`src/rtl/obi_rr_arbiter_if.sv`:
```
// Bus bundle between the requesting masters, the OBI arbiter and the single slave port.
// The slave modport is the arbiter's view; the master modport is the surrounding environment.
interface obi_rr_arbiter_if #(
   parameter int NUM_MASTERS = 3,
   parameter int ADDR_WIDTH  = 32,
   parameter int DATA_WIDTH  = 32
);
   localparam int BW = DATA_WIDTH / 8;

   logic [NUM_MASTERS-1:0]            m_req_i;
   logic [NUM_MASTERS*ADDR_WIDTH-1:0] m_addr_i;
   logic [NUM_MASTERS-1:0]            m_we_i;
   logic [NUM_MASTERS*BW-1:0]         m_be_i;
   logic [NUM_MASTERS*DATA_WIDTH-1:0] m_wdata_i;
   logic [NUM_MASTERS-1:0]            m_gnt_o;
   logic [NUM_MASTERS-1:0]            m_rvalid_o;
   logic [DATA_WIDTH-1:0]             m_rdata_o;

   logic                              s_req_o;
   logic [ADDR_WIDTH-1:0]             s_addr_o;
   logic                              s_we_o;
   logic [BW-1:0]                     s_be_o;
   logic [DATA_WIDTH-1:0]             s_wdata_o;
   logic                              s_gnt_i;
   logic                              s_rvalid_i;
   logic [DATA_WIDTH-1:0]             s_rdata_i;
   logic                              rsp_err_o;

   modport slave (
      input  m_req_i, m_addr_i, m_we_i, m_be_i, m_wdata_i,
      input  s_gnt_i, s_rvalid_i, s_rdata_i,
      output m_gnt_o, m_rvalid_o, m_rdata_o,
      output s_req_o, s_addr_o, s_we_o, s_be_o, s_wdata_o, rsp_err_o
   );

   modport master (
      output m_req_i, m_addr_i, m_we_i, m_be_i, m_wdata_i,
      output s_gnt_i, s_rvalid_i, s_rdata_i,
      input  m_gnt_o, m_rvalid_o, m_rdata_o,
      input  s_req_o, s_addr_o, s_we_o, s_be_o, s_wdata_o, rsp_err_o
   );
endinterface

```
`src/rtl/obi_rr_arbiter.sv`:
```
// N-to-1 OBI round-robin arbiter with stall lock and an in-order ID FIFO that routes
// responses back to the issuing master.
module obi_rr_arbiter #(
   parameter int NUM_MASTERS     = 3,
   parameter int ADDR_WIDTH      = 32,
   parameter int DATA_WIDTH      = 32,
   parameter int MAX_OUTSTANDING = 2
) (
   input logic              clk_i,
   input logic              rst_ni,
   obi_rr_arbiter_if.slave  bus
);
   localparam int IW = (NUM_MASTERS > 1) ? $clog2(NUM_MASTERS) : 1;
   localparam int BW = DATA_WIDTH / 8;
   localparam int CW = $clog2(MAX_OUTSTANDING + 1);
   localparam int PW = (MAX_OUTSTANDING > 1) ? $clog2(MAX_OUTSTANDING) : 1;

   logic [IW-1:0] rr_ptr_q, lock_idx_q, rr_sel, sel, head;
   logic          lock_q, lock_hit, any_req, fifo_full, fifo_empty;
   logic          push, pop, stall;
   logic [PW-1:0] wr_ptr_q, rd_ptr_q;
   logic [CW-1:0] cnt_q;
   logic [IW-1:0] fifo_q [MAX_OUTSTANDING];

   function automatic logic [IW-1:0] rr_next(input logic [IW-1:0] idx);
      return (int'(idx) >= NUM_MASTERS - 1) ? '0 : idx + IW'(1);
   endfunction

   function automatic logic [PW-1:0] ptr_next(input logic [PW-1:0] p);
      return (int'(p) >= MAX_OUTSTANDING - 1) ? '0 : p + PW'(1);
   endfunction

   // Descending scan so the lowest rotation offset from rr_ptr_q wins.
   always_comb begin
      int idx;
      idx    = 0;
      rr_sel = '0;
      for (int k = NUM_MASTERS - 1; k >= 0; k--) begin
         idx = (int'(rr_ptr_q) + k) % NUM_MASTERS;
         if (bus.m_req_i[idx]) rr_sel = IW'(idx);
      end
   end

   assign any_req    = |bus.m_req_i;
   assign lock_hit   = lock_q && bus.m_req_i[lock_idx_q];
   assign sel        = lock_hit ? lock_idx_q : rr_sel;
   assign fifo_full  = (cnt_q == CW'(MAX_OUTSTANDING));
   assign fifo_empty = (cnt_q == '0);
   assign head       = fifo_q[rd_ptr_q];

   assign push  = bus.s_req_o && bus.s_gnt_i;
   assign stall = bus.s_req_o && !bus.s_gnt_i;
   assign pop   = bus.s_rvalid_i && !fifo_empty;

   assign bus.s_req_o   = any_req && !fifo_full;
   assign bus.s_addr_o  = bus.m_addr_i[int'(sel)*ADDR_WIDTH +: ADDR_WIDTH];
   assign bus.s_we_o    = bus.m_we_i[sel];
   assign bus.s_be_o    = bus.m_be_i[int'(sel)*BW +: BW];
   assign bus.s_wdata_o = bus.m_wdata_i[int'(sel)*DATA_WIDTH +: DATA_WIDTH];
   assign bus.m_rdata_o = bus.s_rdata_i;
   assign bus.rsp_err_o = bus.s_rvalid_i && fifo_empty;

   always_comb begin
      bus.m_gnt_o    = '0;
      bus.m_rvalid_o = '0;
      for (int i = 0; i < NUM_MASTERS; i++) begin
         bus.m_gnt_o[i]    = push && (int'(sel) == i);
         bus.m_rvalid_o[i] = pop && (int'(head) == i);
      end
   end

   // Arbitration and FIFO bookkeeping; a dropped locked request simply releases the lock.
   always_ff @(posedge clk_i or negedge rst_ni) begin
      if (!rst_ni) begin
         rr_ptr_q   <= '0;
         lock_q     <= 1'b0;
         lock_idx_q <= '0;
         wr_ptr_q   <= '0;
         rd_ptr_q   <= '0;
         cnt_q      <= '0;
      end else begin
         if (push) begin
            rr_ptr_q <= rr_next(sel);
            lock_q   <= 1'b0;
            wr_ptr_q <= ptr_next(wr_ptr_q);
         end else if (stall) begin
            lock_q     <= 1'b1;
            lock_idx_q <= sel;
         end else if (!lock_hit) begin
            lock_q <= 1'b0;
         end
         if (pop) rd_ptr_q <= ptr_next(rd_ptr_q);
         if (push && !pop)      cnt_q <= cnt_q + CW'(1);
         else if (pop && !push) cnt_q <= cnt_q - CW'(1);
      end
   end

   // Master-index storage carries no reset; only the pointers and count qualify it.
   always_ff @(posedge clk_i) begin
      if (push) fifo_q[wr_ptr_q] <= sel;
   end
endmodule

```
`src/flat_wrapper.sv`:
```
// flat-port wrapper written by rule: the top's interface ports become plain ports
module obi_rr_arbiter_flat 
#(
   parameter int NUM_MASTERS     = 3,
   parameter int ADDR_WIDTH      = 32,
   parameter int DATA_WIDTH      = 32,
   parameter int MAX_OUTSTANDING = 2
)
  (clk_i, rst_ni, bus_m_req_i, bus_m_addr_i, bus_m_we_i, bus_m_be_i, bus_m_wdata_i, bus_s_gnt_i, bus_s_rvalid_i, bus_s_rdata_i, bus_m_gnt_o, bus_m_rvalid_o, bus_m_rdata_o, bus_s_req_o, bus_s_addr_o, bus_s_we_o, bus_s_be_o, bus_s_wdata_o, bus_rsp_err_o);
  obi_rr_arbiter_if #(.NUM_MASTERS(NUM_MASTERS), .ADDR_WIDTH(ADDR_WIDTH), .DATA_WIDTH(DATA_WIDTH)) bus_i ();
  input logic clk_i;
  input logic rst_ni;
  input wire logic [$bits(bus_i.m_req_i)-1:0] bus_m_req_i;
  input wire logic [$bits(bus_i.m_addr_i)-1:0] bus_m_addr_i;
  input wire logic [$bits(bus_i.m_we_i)-1:0] bus_m_we_i;
  input wire logic [$bits(bus_i.m_be_i)-1:0] bus_m_be_i;
  input wire logic [$bits(bus_i.m_wdata_i)-1:0] bus_m_wdata_i;
  input wire logic [$bits(bus_i.s_gnt_i)-1:0] bus_s_gnt_i;
  input wire logic [$bits(bus_i.s_rvalid_i)-1:0] bus_s_rvalid_i;
  input wire logic [$bits(bus_i.s_rdata_i)-1:0] bus_s_rdata_i;
  output wire logic [$bits(bus_i.m_gnt_o)-1:0] bus_m_gnt_o;
  output wire logic [$bits(bus_i.m_rvalid_o)-1:0] bus_m_rvalid_o;
  output wire logic [$bits(bus_i.m_rdata_o)-1:0] bus_m_rdata_o;
  output wire logic [$bits(bus_i.s_req_o)-1:0] bus_s_req_o;
  output wire logic [$bits(bus_i.s_addr_o)-1:0] bus_s_addr_o;
  output wire logic [$bits(bus_i.s_we_o)-1:0] bus_s_we_o;
  output wire logic [$bits(bus_i.s_be_o)-1:0] bus_s_be_o;
  output wire logic [$bits(bus_i.s_wdata_o)-1:0] bus_s_wdata_o;
  output wire logic [$bits(bus_i.rsp_err_o)-1:0] bus_rsp_err_o;
  assign bus_i.m_req_i = bus_m_req_i;
  assign bus_i.m_addr_i = bus_m_addr_i;
  assign bus_i.m_we_i = bus_m_we_i;
  assign bus_i.m_be_i = bus_m_be_i;
  assign bus_i.m_wdata_i = bus_m_wdata_i;
  assign bus_i.s_gnt_i = bus_s_gnt_i;
  assign bus_i.s_rvalid_i = bus_s_rvalid_i;
  assign bus_i.s_rdata_i = bus_s_rdata_i;
  assign bus_m_gnt_o = bus_i.m_gnt_o;
  assign bus_m_rvalid_o = bus_i.m_rvalid_o;
  assign bus_m_rdata_o = bus_i.m_rdata_o;
  assign bus_s_req_o = bus_i.s_req_o;
  assign bus_s_addr_o = bus_i.s_addr_o;
  assign bus_s_we_o = bus_i.s_we_o;
  assign bus_s_be_o = bus_i.s_be_o;
  assign bus_s_wdata_o = bus_i.s_wdata_o;
  assign bus_rsp_err_o = bus_i.rsp_err_o;
  obi_rr_arbiter #(.NUM_MASTERS(NUM_MASTERS), .ADDR_WIDTH(ADDR_WIDTH), .DATA_WIDTH(DATA_WIDTH), .MAX_OUTSTANDING(MAX_OUTSTANDING)) u_core (.clk_i(clk_i), .rst_ni(rst_ni), .bus(bus_i));
endmodule
```
`config.mk`:
```
export PLATFORM = sky130hd
export DESIGN_NAME = obi_rr_arbiter_flat
export DESIGN_NICKNAME = d
export VERILOG_FILES = /design/src/rtl/obi_rr_arbiter_if.sv /design/src/rtl/obi_rr_arbiter.sv /design/src/flat_wrapper.sv
export SDC_FILE = /design/constraint.sdc
export NUM_CORES = 1
export LEC_CHECK = 0
export BUFFER_PORTS_ARGS = -buffer_cell sky130_fd_sc_hd__buf_4
export CAP_MARGIN = 15
export CORE_AREA = 2 2 138 140
export CTS_CLUSTER_DIAMETER = 30
export DETAILED_ROUTE_END_ITERATION = 6
export DIE_AREA = 0 0 140 142
export PLACE_DENSITY_LB_ADDON = 0.15
export SYNTH_ARGS = -nofsm -noshare
export SYNTH_HDL_FRONTEND = slang
export SYNTH_SLANG_ARGS = --single-unit
```
`constraint.sdc`:
```
create_clock -name clk_i -period 3.2 [get_ports clk_i]
set_input_delay 0.96 -clock clk_i [delete_from_list [all_inputs] [get_ports clk_i]]
set_output_delay 0.96 -clock clk_i [all_outputs]
set_load 0.01 [all_outputs]
```
==> results of run 1 <==
==> final timing paths <==
path,cells after the start,end
max,10,bus_s_wdata_o[22]
min,1,u_core.wr_ptr_q
max reg2reg,11,u_core.rr_ptr_q[0]
min reg2reg,1,u_core.wr_ptr_q
max in group asynchronous,1,u_core.lock_q
min in group asynchronous,1,u_core.cnt_q[1]
==> area by class of cell <==
cell class	count	area [um2]	area share
Inverter	10	37.54	0.005032
Clock buffer	4	78.83	0.01057
Multi-Input combinational cell	344	3048	0.4086
Timing Repair Buffer	376	3657	0.4903
Tap cell	234	292.8	0.03925
Sequential cell	13	345.3	0.04629
==> kinds of logic (layout without fill, tap and decap cells) <==
kind of cell    after synthesis  after routing  synth area share
compound gates              226            226            0.4581
mux                           7              7           0.03130
buf+inv                      94            390            0.1746
fa+ha+maj                     4              4           0.01764
xor+xnor                      5              5           0.01543
flops                        13             13            0.1217
simple gates                101            102            0.1812
==> through the flow <==
stage | setup slack (ns) | power, mW | TNS [ns]
global route | -0.4860 | 9.161 | -31.55
detailed placement | -0.5674 | 5.520 | -30.38
floorplan | -0.09547 | 2.990 | -6.178
finish | -0.4231 | 8.716 | -26.03
global placement | -0.5322 | 5.491 | -28.18
CTS | -0.4491 | 7.402 | -29.06
==> power by group through the flow <==
stage | Combinational [mW] | Clock, mW | Sequential, mW
finish | 8.14 | 0.236 | 0.343
global route | 8.55 | 0.249 | 0.357
CTS | 6.82 | 0.240 | 0.343
detailed placement | 5.18 | 0 | 0.343
global placement | 5.15 | 0 | 0.343
floorplan | 2.68 | 0 | 0.309
==> timing repair <==
item                                    CTS  global route
endpoints found under the hold margin     0             0
setup buffers                            16            12
gates resized for setup                 132           146
endpoints found under the setup margin   72            72
pin swaps                                19            55
gates cloned                             16            12
==> critical path: cells and delay by family <==
family          cells  cell delay [ns]
compound gates      3             0.56
buf+inv             5             0.63
mux                 2             0.50
==> routing by layer <==
layer,GRT usage,vias up,share of wire
li1,-,2280,-
met1,0.2283,2353,0.41
met2,0.3339,241,0.51
met3,0.02894,46,0.054
met4,0.07230,0,0.030
met5,0,-,0
==> cells in the mapped netlist, drive strengths merged <==
master	count	area [um2]
a211oi	1	7.510
a21o	1	7.510
a21oi	72	360.4
a22oi	1	7.510
a31oi	71	444.2
a32oi	1	8.760
and2	1	6.260
and2b	1	7.510
and3	1	6.260
buf	49	325.3
clkbuf	35	132.6
dfrtp	9	225.2
edfxtp	4	120.1
ha	4	50.05
inv	10	37.53
mux2	5	56.30
mux2i	2	32.53
nand2	6	22.52
nand2b	3	18.77
nand3	70	350.3
nand3b	1	7.510
nand4b	1	8.760
nor2	9	33.78
nor2b	1	6.260
nor3	4	20.02
nor3b	2	20.02
o21ai	72	360.3
o221a	1	20.02
o221ai	2	30.03
o22ai	1	6.260
o31ai	1	21.27
o32a	1	10.01
o41ai	1	16.27
or2	1	6.260
xnor2	3	26.28
xor2	2	17.52
==> flip-flops by register name, indices dropped and copies added, names as in the netlist <==
register,count
u_core.lock_idx_q,2
u_core.cnt_q,2
u_core.rd_ptr_q,1
u_core.lock_q,1
u_core.fifo_q,4
u_core.rr_ptr_q,2
u_core.wr_ptr_q,1
==> impl_metrics.ini, run 1 <==
[floorplanning]
ios = 355
die_h_um = 142
fp.dieW_um = 140
die-area_um2 = 19880
num_rows = 50
core_region_area_um2 = 18460
start_util = 0.1538

[clock_tree]
cts_buffers = 3
clk_pin_slew_worst_paths_ns = 0.04
tritoncts = yes
h-tree-depth = 1
cts_root_buf = clkbuf_16
clockBufferDepth = 2
ctsHoldBuffers = 0
clock_sinks = 13
insertion_delay_ns = 0.24

[sta]
fmax_mhz = 276.0
drv_slew = 0
fin_hold_ws_ns = 0.4995
skew_ns = 0.001273
hold_viol_final = 0
setup_violations = 72
rsz0062_at_grt = yes
worst_pin_slew_ns = 0.4215
post-route-min-period_ns = 3.623
slew_headroom = 0.7171
timing.final.crit_share = 1.132
final.setup.worst_slack_ns = -0.4231

[synthesis]
syn-cell-area_um2 = 2838
ys_seq_area_frac = 0.1217
syn-num-nets = 700
synth_seq_cells = 13
synth_cells = 450
ys_types = 42
yosys_warnings = 0
synth.avg_cell_area_um2 = 6.306

[detailed_routing]
viasPerCell = 5.015
drt-initial-drc-count = 227
drt_wl_total_um = 21870
vias = 4920
ant_nets = 0
route.detailed.drc = 23
avgRoutedWirePerCell_um = 22.30
first_pass_iters = 7

[critical_path]
worstPathRequired_ns = 2.24
critical_path.cell_chain = buf_8 > mux2_4 > mux2i_4 > buf_6 > o221a_4 > buf_12 > buf_12 > o21ai_1 > a31oi_4 > buf_6
r2r_start = u_core.rr_ptr_q[0]
crit_fanout = 6
critPathMaxStageDelay_ns = 0.28
worstPathArrival_ns = 2.66
cpMaxStageDelayCell = mux2_4
crit_path_start = bus_m_req_i[0]
ff2ff_setup_slack_ns = 0.88
cp-end-kind = output pin
critPathKind = input port to output pin
start_kind = input port

[power]
swShare = 0.4668
comb_power_share = 0.934
p_leak_nw = 3.230
p_switching_mw = 4.068
seqPwrFrac = 0.039
internal-power_mw = 4.647
power.density_nw_per_um2 = 1168
peakVddDrop_mv = 0.4629
power_frac_clock = 0.027

[finish]
nets = 998
design_area_um2 = 7460
final_cell_mix = 300 x buf_4, 48 x a21oi_1, 38 x nand3_2, 37 x a31oi_1, 28 x o21ai_2
final_common_cell = buf_4
antenna_cells = 0
area_growth_pct = 162.9
drive_above_1_share = 0.7242
fillCellCount = 1852
final_cells = 981
final_core_util = 0.4042

[flow_run]
drv_cap = 0

[placement]
dp_hpwl_um = 12800
gp_congestion = 0.8768
place_area_um2 = 5498
place_inst = 929
io_buffer_count = 290

[global_route]
gr-total-overflow = 0
grt_pass1_vias = 4996
grt_usage = 0.1876
antenna_found_initial = 0
grt_max_degree = 38
grt_pass1_wl_um = 28900

[min_path]
min_from = u_core.wr_ptr_q
min_path_type = flop to flop

[run_status]
violations = DRC, setup timing
status = complete, but fails checks
No activity file was read; power rests on OpenSTA's default activity.
==> inputs of run 2 (changes only) <==
--- a/config.mk
+++ b/config.mk
@@ -5,12 +5,13 @@
 export SDC_FILE = /design/constraint.sdc
 export NUM_CORES = 1
 export LEC_CHECK = 0
+export ABC_AREA = 1
 export BUFFER_PORTS_ARGS = -buffer_cell sky130_fd_sc_hd__buf_4
 export CAP_MARGIN = 15
-export CORE_AREA = 2 2 138 140
+export CORE_AREA = 2 2 140 142
 export CTS_CLUSTER_DIAMETER = 30
 export DETAILED_ROUTE_END_ITERATION = 6
-export DIE_AREA = 0 0 140 142
+export DIE_AREA = 0 0 142 144
 export PLACE_DENSITY_LB_ADDON = 0.15
 export SYNTH_ARGS = -nofsm -noshare
 export SYNTH_HDL_FRONTEND = slang
==> impl_metrics.ini, run 2 <==
[finish]
fillCellCount = 2105
area_growth_pct = 112.8
largest_register = u_core.fifo_q
final_cell_mix = 300 x buf_4, 197 x nand2_1, 152 x inv_1, 115 x nand3_1, 25 x nand2_2
antenna_cells = 0
final_core_util = 0.3659
drive_above_1_share = 0.4681
largest_reg_flops = 4
final_common_cell = buf_4
nets = 1206

[floorplanning]
fp.dieW_um = 142
core_region_area_um2 = 19080
start_util = 0.1719
ios = 355
die-area_um2 = 20450
num_rows = 51
die_h_um = 144

[sta]
fin_hold_ws_ns = 0.5035
drv_slew = 0
slew_headroom = 0.7185
setup_tns_ns = -14.98
timing.final.crit_share = 1.078
worst_pin_slew_ns = 0.4212
rsz0062_at_grt = yes
post-route-min-period_ns = 3.448
setup_violations = 72
final.setup.worst_slack_ns = -0.2485
hold_viol_final = 0
fmax_mhz = 290.0
skew_ns = 0.004072

[run_status]
status = complete, but fails checks
violations = setup timing

[detailed_routing]
viasPerCell = 4.108
wl_met1_um = 7539
first_pass_iters = 6
ant_nets = 0
drt-initial-drc-count = 139
avgRoutedWirePerCell_um = 14.88
vias = 4901
routed.top_layer = met4
route.met3.wl_um = 947
wl_met2_um = 9008
drt_wl_total_um = 17750
route.detailed.drc = 0

[synthesis]
synth_edf_count = 4
synthTopCellsByCount = 230 x nand2_1, 154 x inv_1, 147 x nand3_1, 40 x buf_4, 14 x buf_2
synth_top_area_frac = 0.2632
synth_ff_type = dfrtp_1
yosys_warnings = 0
synth_seq_cells = 13
ys_top_cells_by_area = nand2_1 26%, nand3_1 22%, inv_1 18%
ys_seq_area_frac = 0.1053
ys_types = 27
syn-cell-area_um2 = 3281
yosys.area.top_type = nand2_1
synth.avg_cell_area_um2 = 4.963
ys_async_sr_fraction = 0.6923
synth_cells = 661
post-synth-top-count-cell = nand2_1
syn-num-nets = 911

[power]
swShare = 0.4768
internal-power_mw = 5.352
power_frac_clock = 0.023
p_leak_nw = 4.205
power_mw = 10.23
power.density_nw_per_um2 = 1465
comb_power_share = 0.944
peakVddDrop_mv = 0.4443
p_switching_mw = 4.878
seqPwrFrac = 0.033

[placement]
io_buffer_count = 290
gp_congestion = 0.7950
dp_hpwl_um = 12280

[clock_tree]
cts_root_buf = clkbuf_16
clock_sinks = 13
cts_buffers = 3
tritoncts = yes
clk_pin_slew_worst_paths_ns = 0.04
clockBufferDepth = 2
insertion_delay_ns = 0.24
h-tree-depth = 1

[flow_run]
drv_cap = 0

[global_route]
grt_max_degree = 37
grt_pass1_vias = 4663
antenna_found_initial = 0
grt_usage = 0.1582
grt_pass1_wl_um = 25420
gr-total-overflow = 0

[critical_path]
r2r_start = u_core.rr_ptr_q[0]
crit_path_start = bus_m_req_i[2]
worstPathArrival_ns = 2.49
critPathKind = input port to output pin
worstPathRequired_ns = 2.24
cp-end-kind = output pin
start_kind = input port
crit_fanout = 17

[min_path]
min_path_type = flop to flop
min_from = u_core.cnt_q[0]
==> run 2: worst paths after layout <==
kind                                        to  slack [ns]  cells past startpoint
max                          bus_s_wdata_o[16]       -0.25                     11
min                            u_core.cnt_q[0]        0.50                      1
max reg2reg                u_core.fifo_q[0][0]        1.12                     12
min reg2reg                    u_core.cnt_q[0]        0.50                      1
max in group asynchronous      u_core.rd_ptr_q        2.52                      1
min in group asynchronous   u_core.rr_ptr_q[0]        0.54                      1
==> run 2: cell type report <==
cell class	instances	area (um2)	share of cell area
flip-flops and latches	13	345.3	0.04946
clock buffers	4	78.83	0.01129
inverters	159	611.8	0.08763
repair buffers	357	3296	0.4720
multi-input cells	422	2352	0.3369
well taps	238	297.8	0.04265
==> run 2: kinds of logic after synthesis <==
logic type               share of synthesized area
AND/OR/NAND/NOR                             0.5065
buffers and inverters                       0.3120
AO/OA/AOI/OAI                              0.04729
flip-flops                                  0.1053
XOR/XNOR                                   0.01068
adder cells (fa/ha/maj)                    0.01526
multiplexers                              0.003051
==> run 2: what timing repair did <==
item	4_1_cts	5_1_grt
pin swaps	14	19
gates cloned	12	3
setup buffers	6	5
setup endpoints to repair	72	72
gates resized for setup	93	58
hold buffers	0	0
==> run 2: through the flow <==
step	setup slack [ns]	instance area (um2)	std cells
after floorplan	0.1751	3281	661
after global placement	-0.2765	5832	1164
after detailed placement	-0.2922	5832	1164
after CTS	-0.2244	6690	1186
after global routing	-0.3537	6982	1193
final	-0.2485	6982	1193
==> run 2: per-layer routing <==
layer | GRT usage | vias to the layer above
met3 | 0.02185 | 34
li1 | - | 2547
met2 | 0.2893 | 170
met5 | 0 | -
met4 | 0.02368 | 0
met1 | 0.2013 | 2150
==> run 2: power groups by stage <==
stage	logic, mW	registers [mW]	clock network (mW)
after floorplan	3.71	0.316	0
after global placement	7.26	0.331	0
after detailed placement	7.22	0.332	0
after CTS	9.17	0.340	0.237
after global routing	10.5	0.352	0.245
final	9.66	0.341	0.232
==> run 2: critical path, stage by stage <==
cell and delay, ns:
buf_8 0.08, inv_4 0.04, buf_6 0.11, o21ai_4 0.16
o311ai_4 0.18, o21ai_4 0.25, inv_6 0.10, bufbuf_16 0.31
nand3_1 0.08, nand2_1 0.06, buf_4 0.14
